===== src/rtl/countdown_timer_pkg.sv =====
// Shared types and constants for the countdown timer controller.
package countdown_timer_pkg;

  typedef enum logic [2:0] {
    S_IDLE,
    S_LOAD,
    S_RUN,
    S_PAUSE,
    S_EXPIRED
  } t_timer_state;

  localparam logic [3:0] BCD_MAX_DIGIT = 4'd9;
  localparam logic [7:0] BCD_ZERO      = 8'h00;
  localparam logic [3:0] RELOAD_MAX    = 4'd15;

endpackage


===== src/rtl/countdown_timer_ctrl_clamp.sv =====
// bcd_clamp_digit: clamps a 4-bit nibble into the legal BCD range 0..9.
module bcd_clamp_digit
  import countdown_timer_pkg::*;
(
  input  logic [3:0] din,
  output logic [3:0] dout
);

  // Non-BCD codes (A..F) saturate to 9 rather than wrapping.
  assign dout = (din > BCD_MAX_DIGIT) ? BCD_MAX_DIGIT : din;

endmodule


===== src/rtl/countdown_timer_ctrl.sv =====
// countdown_timer_ctrl: sequencing FSM for a two-digit BCD down-counter.
// Optional feature macro: COUNTDOWN_AUTO_RELOAD_EN (auto reload after expiry).
module countdown_timer_ctrl
  import countdown_timer_pkg::*;
(
  input  logic       clk,
  input  logic       reset,
  input  logic       tick,
  input  logic       start_p,
  input  logic       pause_p,
  input  logic       stop_p,
  input  logic [7:0] preset,
  input  logic [7:0] cnt_value,
  input  logic       cnt_tc,
  output logic       cnt_loadN,
  output logic       cnt_ena,
  output logic       cnt_ena_cnt,
  output logic [7:0] cnt_init,
  output logic       running,
  output logic       paused,
  output logic       expired,
  output logic [3:0] reload_cnt
);

  t_timer_state state, next_state;
  logic [7:0]   preset_clamped;
  logic         at_zero;
`ifdef COUNTDOWN_AUTO_RELOAD_EN
  logic         auto_reload;
`endif

  bcd_clamp_digit u_clamp_tens (.din(preset[7:4]), .dout(preset_clamped[7:4]));
  bcd_clamp_digit u_clamp_ones (.din(preset[3:0]), .dout(preset_clamped[3:0]));

  // Expiry on the terminal-count flag, backed up by the count value itself.
  assign at_zero = cnt_tc || (cnt_value == BCD_ZERO);

  // Count strobe stays combinational so a tick is counted in its own cycle.
  assign cnt_ena_cnt = (state == S_RUN) && tick && !cnt_tc;

  // Next-state logic: stop beats start beats pause, then state-local moves.
  always_comb begin
    next_state = state;
`ifdef COUNTDOWN_AUTO_RELOAD_EN
    auto_reload = 1'b0;
`endif
    if (stop_p) begin
      next_state = S_IDLE;
    end else if (start_p) begin
      next_state = S_LOAD;
    end else begin
      case (state)
        S_IDLE:  next_state = S_IDLE;
        S_LOAD:  next_state = S_RUN;
        S_RUN: begin
          if (pause_p)      next_state = S_PAUSE;
          else if (at_zero) next_state = S_EXPIRED;
        end
        S_PAUSE: if (pause_p) next_state = S_RUN;
        S_EXPIRED: begin
`ifdef COUNTDOWN_AUTO_RELOAD_EN
          next_state  = S_LOAD;
          auto_reload = 1'b1;
`else
          next_state  = S_EXPIRED;
`endif
        end
        default: next_state = S_IDLE;
      endcase
    end
  end

  // State register and registered strobes, decoded from the next state so
  // they line up with the state they belong to.
  always_ff @(posedge clk) begin
    if (reset) begin
      state     <= S_IDLE;
      cnt_loadN <= 1'b1;
      cnt_ena   <= 1'b0;
      running   <= 1'b0;
      paused    <= 1'b0;
      expired   <= 1'b0;
      cnt_init  <= BCD_ZERO;
    end else begin
      state     <= next_state;
      cnt_loadN <= (next_state != S_LOAD);
      cnt_ena   <= (next_state == S_LOAD) || (next_state == S_RUN) ||
                   (next_state == S_PAUSE);
      running   <= (next_state == S_RUN);
      paused    <= (next_state == S_PAUSE);
      expired   <= (next_state == S_EXPIRED) && (state != S_EXPIRED);
      if (start_p && !stop_p)
        cnt_init <= preset_clamped;
    end
  end

`ifdef COUNTDOWN_AUTO_RELOAD_EN
  // Auto-reload counter: cleared by user commands, saturates at RELOAD_MAX.
  always_ff @(posedge clk) begin
    if (reset)
      reload_cnt <= 4'd0;
    else if (stop_p || start_p)
      reload_cnt <= 4'd0;
    else if (auto_reload && (reload_cnt != RELOAD_MAX))
      reload_cnt <= reload_cnt + 4'd1;
  end
`else
  assign reload_cnt = 4'd0;
`endif

endmodule

===== config.mk =====
export PLATFORM = sky130hd
export DESIGN_NAME = countdown_timer_ctrl
export DESIGN_NICKNAME = d
export VERILOG_FILES = /design/src/rtl/countdown_timer_pkg.sv /design/src/rtl/countdown_timer_ctrl_clamp.sv /design/src/rtl/countdown_timer_ctrl.sv
export SDC_FILE = /design/constraint.sdc
export NUM_CORES = 1
export LEC_CHECK = 0
export CORE_UTILIZATION = 40
export DETAILED_ROUTE_END_ITERATION = 8
export PLACE_DENSITY = 0.82
export RECOVER_POWER = 100
export SETUP_SLACK_MARGIN = 0.2
export SKIP_CTS_REPAIR_TIMING = 1
export SYNTH_ARGS = -nofsm -noshare
export SYNTH_HDL_FRONTEND = slang
export SYNTH_HIERARCHICAL = 1
export SYNTH_SLANG_ARGS = --single-unit
export TNS_END_PERCENT = 1

===== constraint.sdc =====
create_clock -name clk -period 2.2 [get_ports clk]
set_input_delay 0.44 -clock clk [delete_from_list [all_inputs] [get_ports clk]]
set_output_delay 0.44 -clock clk [all_outputs]
set_load 0.02 [all_outputs]

# Word level (Yosys, flattened, before mapping)
# Index checks and enable logic that the tools add are counted.
# op_classes
order_cmp,2
n_eq_ne,10
n_mux,8
n_reduce_logical,10
# ops
operator,count
$mux W3,5
$eq A3 B2 Y1 const B,4
$pmux W3 S4,1
$gt A4 B4 Y1 const B,2
$logic_not A8 Y1,1
$mux W4,2
$eq A3 B1 Y1 const B,2
$eq A3 B3 Y1 const B,2
$logic_and A1 B1 Y1,4
$logic_or A1 B1 Y1,3
$ne A3 B1 Y1 const B,1
$ne A3 B3 Y1 const B,1
$logic_not A1 Y1,2
# word_totals
ff_bits,16
inputBits,23
out_inout_bits,18
wordCells,37

# Logic depth before layout (Yosys ltp)
# logic_depth
ltp_word,10
ltp_mapped,4
mapped_depth_nobuf,4

# Modules after synthesis
# Netlist, hierarchy kept.
# by_module_without_submodules
module,n_inst,cells_each,area_per_inst_um2,seq_area_each_um2
countdown_timer_ctrl,1,82,705.7,320.3
bcd_clamp_digit,2,5,27.5,0.0

# Least setup slack after synthesis
# Ideal clock, no wire load.
# synth_path
path_type,input to output
from,in cnt_tc
to,out cnt_ena_cnt
arrival_ns,1.093
t_required_ns,1.760
slack_ns,0.667
path_stages,2
path_buffers,0
cell_sequence,nor3b_1 > and3b_1
# synth_between
elab_chain_cells,2
# synth_rtl
element,line_no,text
from (decl),countdown_timer_ctrl.sv:14,"input logic cnt_tc,"
$logic_not A1 Y1,countdown_timer_ctrl.sv:39,assign cnt_ena_cnt = (state == S_RUN) && tick && !cnt_tc;
$logic_and A1 B1 Y1,countdown_timer_ctrl.sv:39,
to (decl),countdown_timer_ctrl.sv:17,"output logic cnt_ena_cnt,"
# Every way passes these cells.

# Final worst setup path
# Same ends and word-level chain as after synthesis.

==> out/results.tsv <==
metric	value	unit
grt-ovfl-total	0	
die_width	45.61	microns
port-buffer-count	36	
antenna_found_initial	0	
r2r_slack	960	ps
synth_most_common_cell	nand2_1	
start_kind	primary input	
synth_edf_count	0	
fillerInstances	176	
netlist-cell-type-count	27	
synth.area.top_cells	dfxtp_1, nand2_1, a21oi_1, nor2b_1, buf_4	
hp-class	flip-flop to flip-flop	
critPathMaxFanout	2	
viasPerCell	4.877	
p_sw	0.0001458	W
holdPathStages	2	
rr_startpoint	state[1]	
drt_iter0_markers	7	
timing.rr.end	paused	
synth_area	760.7	sq um
fp-row-count	15	
htree_levels	1	
tritoncts	yes	
io_pins	41	
min_period	1900	ps
synthSimpleGateAreaFrac	32.57	%
finalHoldViolCount	0	
yosysWarnings	6	
yosysSeqAreaShare	42.11	%
avgSynthCellArea	8.269	sq um
fin_ws	300.3	ps
grt_pass1_vias	681	
clkPwrFrac	31.1	%
synth_largest_area_cell	dfxtp_1	
drv_slew	0	
max-cap-violations	0	
met2_usage	31.71	%
synth-seq-cells	16	
rsz0062_at_grt	no	
muxShareOfSynthArea	0	%
die_area	0.002080	sq mm
antenna_cells	0	
drtPass1Iterations	4	
core	0.001745	sq mm
hold_path_end	cnt_init[7]	
critPathKind	primary input to primary output	
yosysTopAreaCellShare	42.11	%
max_freq	526.4	MHz
grt_pass1_wl	2684	microns
fp.dieH	45.61	microns
grt_max_degree	14	
initial_core_util	43.58	%
dpl_cell_area	0.001136	sq mm
fin_hold_ws	458.4	ps
cts-buffers-inserted	3	
wl_per_cell	10.95	microns
outcome	complete, no violations	
critPathArrivalTime	1460	ps
yosys.area_share.xor_xnor	1.151	%
area_growth	52.63	%
globalplace.congestion	0.7440	
hold_path.startpoint	cnt_init[7]	
root_buffer	clkbuf_4	
worst_path_largest_cell_delay	430	ps
finalCritPeriodShare	86.35	%
met3_usage	5.556	%
peakVddDrop	0.3472	mV
cts_sinks	16	
p_leak	0.4568	nW
fin_skew	4.709	ps
cp.required	1760	ps
ant_nets	0	
synthArstFlopShare	0	%
worstRegToRegCells	3	
p_sw_share	24.02	%
hpwl	1358	microns
crit_path_end_kind	primary output	
finalPower	0.0006069	W
setup_tns	0	ps
vias	751	
pre_cts_ws	-134.6	ps
synth_common_cells	nand2_1, dfxtp_1, a21oi_1	
comb_power_share	19.1	%
drive_gt1_share	8.527	%
critPathSlowestCell	clkdlybuf4s50_1	
ctsLongestPathBuffers	2	
wl	1687	microns
p_int	0.0004611	W
grt_util_all_layers	18.17	%
setup_violations	0	
synth_top_family_by_area	simple AND/OR/NAND/NOR gates	
design_area	0.001161	sq mm
synth_adder_area_share	0	%
synth_cells	92	
clkTransAtPathRegs	90	ps
seqPwrFrac	49.9	%
p_per_area	522.7	mW/mm^2
clock_latency	280	ps
use_met1	20.05	%
ys.flop_type	dfxtp_1	
busiest_layer	met2	
path_cells	clkdlybuf4s50_1, nor3b_2, and3b_1, clkbuf_1	
nets	153	
synth_compound_area_share	17.11	%
drc	0	
==> cell usage in the layout (no fill, tap or decap), types with 3 or more instances in the layout <==
master / synthesis / final
nor2_1: 3 / 3
nand2_1: 18 / 18
nor4_1: 3 / 3
conb_1: 1 / 4
a21oi_1: 13 / 13
clkbuf_4: 0 / 3
clkdlybuf4s50_1: 0 / 20
nor2b_1: 5 / 5
nand2b_1: 4 / 4
dfxtp_1: 16 / 16
dlygate4sd3_1: 0 / 15
buf_4: 4 / 3
==> power groups by stage <==
| stage | Combinational (W) | Sequential, W | Clock (W) |
|---|---|---|---|
| finish | 0.000116 | 0.000303 | 0.000189 |
| global route | 0.000126 | 0.000304 | 0.000205 |
| CTS | 0.000120 | 0.000303 | 0.000194 |
| detailed placement | 0.000120 | 0.000310 | 0 |
| global placement | 0.000118 | 0.000310 | 0 |
| floorplan | 0.0000464 | 0.000319 | 0 |
==> registers in the layout (all words and copies together), names as in the netlist <==
| register | count |
|---|---|
| cnt_init | 8 |
| state | 3 |
| cnt_ena | 1 |
| cnt_loadN | 1 |
| expired | 1 |
| paused | 1 |
| running | 1 |
==> final cells by class <==
class                   instances  area, sq um  share of cell area, %
well taps                      25        31.28                  2.694
repair buffers                 39        376.6                  32.44
multi-input cells              70        396.6                  34.16
flip-flops and latches         16        320.3                  27.59
clock buffers                   4        36.28                  3.125
==> kinds of logic after synthesis <==
| logic type | Yosys count |
|---|---|
| simple gates | 44 |
| other cells | 1 |
| compound gates | 21 |
| buf+inv | 9 |
| flops | 16 |
| xor+xnor | 1 |
==> critical path: cells and delay by family <==
kind / cells / cell delay (ps)
AND/OR/NAND/NOR: 2 / 360
buffers and inverters: 2 / 650
==> stage by stage <==
stage,cells,utilization [%]
global placement,150,65.09
CTS,154,67.17
finish,154,66.52
floorplan,95,-
global route,154,66.52
detailed placement,150,65.09
==> how the worst max path moves through the flow <==
stage / cells past startpoint / to / start / slack [ps]
3_3_place_gp: 4 / cnt_ena_cnt / cnt_tc / -90
3_5_place_dp: 4 / cnt_ena_cnt / cnt_tc / -130
2_1_floorplan: 2 / cnt_ena_cnt / cnt_tc / 670
6_report: 4 / cnt_ena_cnt / cnt_tc / 300
4_1_cts: 4 / cnt_ena_cnt / cnt_tc / -140
5_1_grt: 4 / cnt_ena_cnt / cnt_tc / 220
==> metal layers <==
metal | up-vias | wire length [microns]
met4 | 0 | 17
met5 | - | 0
met2 | 38 | 803
met1 | 322 | 726
met3 | 3 | 141
li1 | 388 | -
Power figures use the tool's default switching activity.
